$ cat src/rtl/i2s_dsp_rx_deser.sv
// DSP/TDM-mode I2S receive deserializer: assembles slot words after a frame-sync
// pulse and hands them to a 2-entry valid/ready buffer with overflow/sync flags.
module i2s_dsp_rx_deser #(
   parameter int unsigned DATA_W     = 32,
   parameter int unsigned FIFO_DEPTH = 2
) (
   input  logic              sck_i,
   input  logic              rst_i,
   input  logic              cfg_en_i,
   input  logic [4:0]        cfg_num_bits_i,
   input  logic [2:0]        cfg_num_words_i,
   input  logic              cfg_dsp_delay_i,
   input  logic              cfg_msb_first_i,
   input  logic              ws_i,
   input  logic              sd_i,
   output logic [DATA_W-1:0] data_o,
   output logic [2:0]        slot_o,
   output logic              valid_o,
   input  logic              ready_i,
   output logic              ovf_o,
   output logic              sync_err_o
);

   typedef enum logic [1:0] {StIdle, StWaitSync, StDelay, StShift} state_e;

   state_e      r_state, w_state_d;
   logic [31:0] r_shift, w_shift_d;
   logic [4:0]  r_bit_cnt, w_bit_cnt_d;
   logic [2:0]  r_slot, w_slot_d;

   logic        w_push;
   logic [31:0] w_cur;
   logic [31:0] w_first;
   logic        w_last_bit;
   logic        w_frame_end;
   logic        w_sync_err;

   logic [31:0] r_mem_data [FIFO_DEPTH];
   logic [2:0]  r_mem_slot [FIFO_DEPTH];
   logic        r_wr_ptr, r_rd_ptr;
   logic [1:0]  r_count;
   logic        r_ovf, r_sync_err;
   logic        w_full, w_pop, w_wr, w_ovf_set;

   function automatic logic [31:0] f_insert(input logic [31:0] base, input logic [4:0] pos,
                                            input logic b, input logic msb_first);
      logic [31:0] res;
      if (msb_first) begin
         res = {base[30:0], b};
      end else begin
         res      = base;
         res[pos] = b;
      end
      return res;
   endfunction

   assign w_cur       = f_insert(r_shift, r_bit_cnt, sd_i, cfg_msb_first_i);
   assign w_first     = f_insert(32'd0, 5'd0, sd_i, cfg_msb_first_i);
   assign w_last_bit  = (r_bit_cnt == cfg_num_bits_i);
   assign w_frame_end = w_last_bit && (r_slot == cfg_num_words_i);

   always_comb begin
      w_state_d   = r_state;
      w_shift_d   = r_shift;
      w_bit_cnt_d = r_bit_cnt;
      w_slot_d    = r_slot;
      w_push      = 1'b0;
      w_sync_err  = 1'b0;
      if (!cfg_en_i) begin
         w_state_d   = StIdle;
         w_shift_d   = '0;
         w_bit_cnt_d = '0;
         w_slot_d    = '0;
      end else begin
         case (r_state)
            StIdle: w_state_d = StWaitSync;
            StWaitSync: begin
               if (ws_i) begin
                  w_slot_d = '0;
                  if (cfg_dsp_delay_i) begin
                     w_state_d = StDelay;
                  end else begin
                     w_state_d   = StShift;
                     w_shift_d   = w_first;
                     w_bit_cnt_d = 5'd1;
                  end
               end
            end
            StDelay: begin
               w_state_d   = StShift;
               w_shift_d   = '0;
               w_bit_cnt_d = '0;
            end
            StShift: begin
               if (w_last_bit) begin
                  w_push      = 1'b1;
                  w_shift_d   = '0;
                  w_bit_cnt_d = '0;
                  if (r_slot == cfg_num_words_i) begin
                     w_slot_d  = '0;
                     w_state_d = StWaitSync;
                  end else begin
                     w_slot_d = r_slot + 3'd1;
                  end
               end else begin
                  w_shift_d   = w_cur;
                  w_bit_cnt_d = r_bit_cnt + 5'd1;
               end
               // A pulse on the frame's final bit is a legal back-to-back frame; any other resyncs.
               if (ws_i) begin
                  w_sync_err = !w_frame_end;
                  w_slot_d   = '0;
                  if (cfg_dsp_delay_i) begin
                     w_state_d   = StDelay;
                     w_shift_d   = '0;
                     w_bit_cnt_d = '0;
                  end else begin
                     w_state_d   = StShift;
                     w_shift_d   = w_first;
                     w_bit_cnt_d = 5'd1;
                  end
               end
            end
            default: w_state_d = StIdle;
         endcase
      end
   end

   always_ff @(posedge sck_i or posedge rst_i) begin
      if (rst_i) begin
         r_state   <= StIdle;
         r_shift   <= '0;
         r_bit_cnt <= '0;
         r_slot    <= '0;
      end else begin
         r_state   <= w_state_d;
         r_shift   <= w_shift_d;
         r_bit_cnt <= w_bit_cnt_d;
         r_slot    <= w_slot_d;
      end
   end

   assign w_full    = (r_count == 2'(FIFO_DEPTH));
   assign w_pop     = valid_o && ready_i;
   assign w_wr      = w_push && (!w_full || w_pop);
   assign w_ovf_set = w_push && w_full && !w_pop;

   always_ff @(posedge sck_i or posedge rst_i) begin
      if (rst_i) begin
         for (int i = 0; i < FIFO_DEPTH; i++) begin
            r_mem_data[i] <= '0;
            r_mem_slot[i] <= '0;
         end
         r_wr_ptr   <= 1'b0;
         r_rd_ptr   <= 1'b0;
         r_count    <= '0;
         r_ovf      <= 1'b0;
         r_sync_err <= 1'b0;
      end else if (!cfg_en_i) begin
         r_wr_ptr   <= 1'b0;
         r_rd_ptr   <= 1'b0;
         r_count    <= '0;
         r_ovf      <= 1'b0;
         r_sync_err <= 1'b0;
      end else begin
         if (w_wr) begin
            r_mem_data[r_wr_ptr] <= w_cur;
            r_mem_slot[r_wr_ptr] <= r_slot;
            r_wr_ptr             <= ~r_wr_ptr;
         end
         if (w_pop) r_rd_ptr <= ~r_rd_ptr;
         r_count <= r_count + 2'(w_wr) - 2'(w_pop);
         if (w_ovf_set) r_ovf <= 1'b1;
         if (w_sync_err) r_sync_err <= 1'b1;
      end
   end

   // Head entry is masked so an empty buffer always presents zeros.
   assign valid_o    = (r_count != 2'd0);
   assign data_o     = valid_o ? DATA_W'(r_mem_data[r_rd_ptr]) : '0;
   assign slot_o     = valid_o ? r_mem_slot[r_rd_ptr] : 3'd0;
   assign ovf_o      = r_ovf;
   assign sync_err_o = r_sync_err;

endmodule

$ cat config.mk
export PLATFORM = sky130hd
export DESIGN_NAME = i2s_dsp_rx_deser
export DESIGN_NICKNAME = d
export VERILOG_FILES = /design/src/rtl/i2s_dsp_rx_deser.sv
export SDC_FILE = /design/constraint.sdc
export NUM_CORES = 1
export LEC_CHECK = 0
export BUFFER_PORTS_ARGS = -buffer_cell sky130_fd_sc_hd__buf_2
export CAP_MARGIN = 20
export CORE_MARGIN = 3
export CORE_UTILIZATION = 43
export CTS_BUF_LIST = sky130_fd_sc_hd__clkbuf_4 sky130_fd_sc_hd__clkbuf_8 sky130_fd_sc_hd__clkbuf_16
export CTS_CLUSTER_SIZE = 14
export DETAILED_ROUTE_END_ITERATION = 10
export PLACE_DENSITY = 0.68
export SLEW_MARGIN = 20
export SYNTH_ARGS = -nofsm -noshare
export SYNTH_HDL_FRONTEND = slang
export SYNTH_SLANG_ARGS = --single-unit
$ cat constraint.sdc
create_clock -name sck_i -period 4.48 [get_ports sck_i]
set_input_delay 0.896 -clock sck_i [delete_from_list [all_inputs] [get_ports sck_i]]
set_output_delay 0.896 -clock sck_i [all_outputs]
set_load 0.02 [all_outputs]
==> flow_metrics.env <==
export IMPL_status="complete, no violations"
export IMPL_rsz0062_at_grt="false"
export IMPL_htree_num_levels=4
export IMPL_drv_cap=0
export IMPL_synth_top_cell_by_area="dfrtp_1"
export IMPL_critPathKind="register to output port"
export IMPL_core_area_um2=13930
export IMPL_synth_area_top_cells="dfrtp_1 48%, mux2_2 14%, mux2i_1 8.1%, o21ai_0 3.3%, a22o_1 3.1%"
export IMPL_synth_most_common_cell="dfrtp_1"
export IMPL_tightest_slew_ns=0.9704
export IMPL_drc=0
export IMPL_avgRoutedWirePerCell_um=17.22
export IMPL_crit_buf_inv=1
export IMPL_synth_cells=563
export IMPL_worst_r2r_setup_slack_ns=1.79
export IMPL_antenna_found_initial=0
export IMPL_slew_violations=0
export IMPL_r2r_cells=7
export IMPL_synth_cell_type_count=43
export IMPL_fin_crit_sh_pct=60.68
export IMPL_clkPwrFrac_pct=54.2
export IMPL_clockBufferDepth=2
export IMPL_dp_hpwl_mm=8.737
export IMPL_worst_setup_path_end_kind="output port"
export IMPL_yosys_warnings=0
export IMPL_cp_startpoint="r_rd_ptr$_DFFE_PP0P_"
export IMPL_synth_xor_area_share_pct=1.567
export IMPL_path_depth=3
export IMPL_syn_nets=586
export IMPL_grt_first_pass_wirelength_mm=23.16
export IMPL_ys_seq_area_share_pct=48.02
export IMPL_min_path_type="register to register"
export IMPL_startpoint_type="register"
export IMPL_max_vdd_ir_drop_v=0.0002582
export IMPL_power_density_nw_per_um2=373.0
export IMPL_viasPerCell=5.624
export IMPL_grt_pass1_vias=4580
export IMPL_cp_cell_sequence="mux2i_1, nor2_1, buf_2"
export IMPL_r2r_end="r_count[0]$_DFF_PP0_"
export IMPL_combPwrFrac_pct=4.9
export IMPL_synth_adder_area_share_pct=1.424
export IMPL_fin_crit_ns=2.719
export IMPL_grt_max_degree=72
export IMPL_rows=43
export IMPL_rr_startpoint="r_bit_cnt[2]$_DFFE_PP0P_"
export IMPL_hold_buffers=0
export IMPL_p_seq_share_pct=40.9
export IMPL_post_cts_buffers=0
export IMPL_drtIter0Drc=319
export IMPL_cts_buffers=17
export IMPL_p_sw_uw=566.0
export IMPL_antenna_cells=0
export IMPL_die_area_um2=15770
export IMPL_grt_overflow_total=0
export IMPL_final_antenna_net_count=0
export IMPL_synth_top_area_share_pct=48.02
export IMPL_final_nets=622
export IMPL_synth_main_ff_cell="dfrtp_1"
export IMPL_cpPeakStageDelay_ns=0.83
export IMPL_cp_max_fo=36
export IMPL_synth_seq_cells=118
export IMPL_synth_simple_gate_area_share_pct=11.96
export IMPL_syn_to_final_growth_pct=16.38
export IMPL_portBuffers=53
export IMPL_slew_headroom_pct=35.31
export IMPL_switching_share_pct=21.21
export IMPL_insertion_delay_ns=0.41
export IMPL_clock_sinks=118
export IMPL_setup_viol=0
export IMPL_crit_arrival_ns=1.82
export IMPL_final_util_pct=51.36
export IMPL_synthMuxAreaShare_pct=22.60
export IMPL_gp_congestion=0.8289
export IMPL_grtUsageTotal_pct=18.17
export IMPL_synth_edf_count=0
export IMPL_wirelength_mm=13.64
export IMPL_crit_slowest_cell="dfrtp_4"
export IMPL_num_fill_cells=1246
export IMPL_cp_top_family="flip-flops"
export IMPL_synth_top_family_by_area="multiplexers"
export IMPL_cts_resized=0
export IMPL_register_area_um2=2957
export IMPL_start_util_pct=44.13
export IMPL_dieWidth_um=125.6
export IMPL_endpoint="data_o[15]"
export IMPL_io_pins=54
export IMPL_async_flop_share_pct=100.0
export IMPL_leakage_uw=0.003300
export IMPL_intPower_uw=2103
export IMPL_synth_compound_area_share_pct=10.27
export IMPL_via_count=4454
export IMPL_hold_violations=0
export IMPL_fin_setup_tns_ns=0
export IMPL_synth_common_cells="118 x dfrtp_1, 79 x mux2_2, 50 x mux2i_1"
export IMPL_syn_area_um2=6150
export IMPL_root_buffer="clkbuf_16"
export IMPL_die_h_um=125.6
export IMPL_path_clk_slew_ns=0.05
export IMPL_required_ns=3.58
export IMPL_avgSynthCellArea_um2=10.92
export IMPL_max_freq_mhz=367.8
export IMPL_cts_tree="done"
export IMPL_fin_skew_ns=0.005718
export IMPL_firstDrtPassIters=5
export IMPL_drive_above_1_share_pct=29.58
export IMPL_multiInputGateArea_um2=2954
[per-layer routing]
layer / up-vias / part of all wire [%] / global-route usage [%]
li1: 2091 / - / -
met1: 2228 / 44 / 23.52
met2: 113 / 50 / 29.58
met3: 22 / 4.3 / 4.485
met4: 0 / 1.8 / 6.888
met5: - / 0 / 0
[per-stage QoR]
stage                     hold slack (ns)  setup slack, ns  area [um2]  power (uW)  std cells
final                              0.4845            1.761        7157        2669        792
after global routing               0.5079            1.585        7157        2762        792
after CTS                          0.4853            1.421        7154        2696        792
after detailed placement           0.4738            1.701        6518        1243        760
after global placement             0.4605            1.734        6518        1239        760
after floorplan                    0.4444           0.4549        6150        1197        563
[cell type report]
cell class	instances	area share, %
sequential	118	41.31
multi-input combinational	386	41.28
clock buffer	23	6.836
timing repair buffer	61	4.545
tap	180	3.147
clock inverter	9	2.063
inverter	15	0.8217
[worst min-delay path by stage]
stage	start	end	slack [ns]	depth (start not counted)
after global placement	r_mem_slot[5]$_DFFE_PP0P_	r_mem_slot[5]$_DFFE_PP0P_	0.46	2
after CTS	r_mem_data[43]$_DFFE_PP0P_	r_mem_data[43]$_DFFE_PP0P_	0.49	2
final	r_mem_data[53]$_DFFE_PP0P_	r_mem_data[53]$_DFFE_PP0P_	0.48	2
after global routing	r_mem_data[12]$_DFFE_PP0P_	r_mem_data[12]$_DFFE_PP0P_	0.51	2
after detailed placement	r_mem_data[43]$_DFFE_PP0P_	r_mem_data[43]$_DFFE_PP0P_	0.47	2
after floorplan	r_shift[31]$_DFFE_PP0P_	r_shift[31]$_DFFE_PP0P_	0.44	2
[kinds of logic (layout without fill, tap and decap cells)]
kind of cell,count (synthesis),count (layout)
adder cells (fa/ha/maj),7,7
multiplexers,129,129
AND/OR/NAND/NOR,139,139
flip-flops,118,118
AO/OA/AOI/OAI,100,100
XOR/XNOR,11,11
buffers and inverters,59,108
[power groups by stage]
stage          Combinational [uW]  Sequential (uW)  Clock (uW)
6_report                      130             1090        1450
5_1_grt                       147             1090        1520
4_1_cts                       134             1090        1470
3_5_place_dp                  133             1110           0
3_3_place_gp                  129             1110           0
2_1_floorplan                 100             1100           0
[flip-flops by register name, summed over array words and instances (netlist names)]
| name | flops |
|---|---|
| ovf_o | 1 |
| r_slot | 3 |
| r_mem_data | 64 |
| r_wr_ptr | 1 |
| r_mem_slot | 6 |
| r_count | 2 |
| r_state | 2 |
| r_bit_cnt | 5 |
| sync_err_o | 1 |
| r_shift | 32 |
| r_rd_ptr | 1 |
[worst min-delay path: cells and delay by family (launching register included)]
kind            cells  cell delay (ns)
flops               1             0.34
compound gates      1             0.06
simple gates        1             0.04
[cells in the final DEF (no fill, tap or decap), drive strengths merged, types with 8 or more instances in the layout]
cell	instances
a21oi	14
a22o	22
buf	61
clkbuf	23
dfrtp	118
inv	14
mux2	79
mux2i	50
nand2	47
nand4b	12
nor2	44
nor4bb	11
o21ai	47
xor2	8
(Power assumes the default switching activity.)
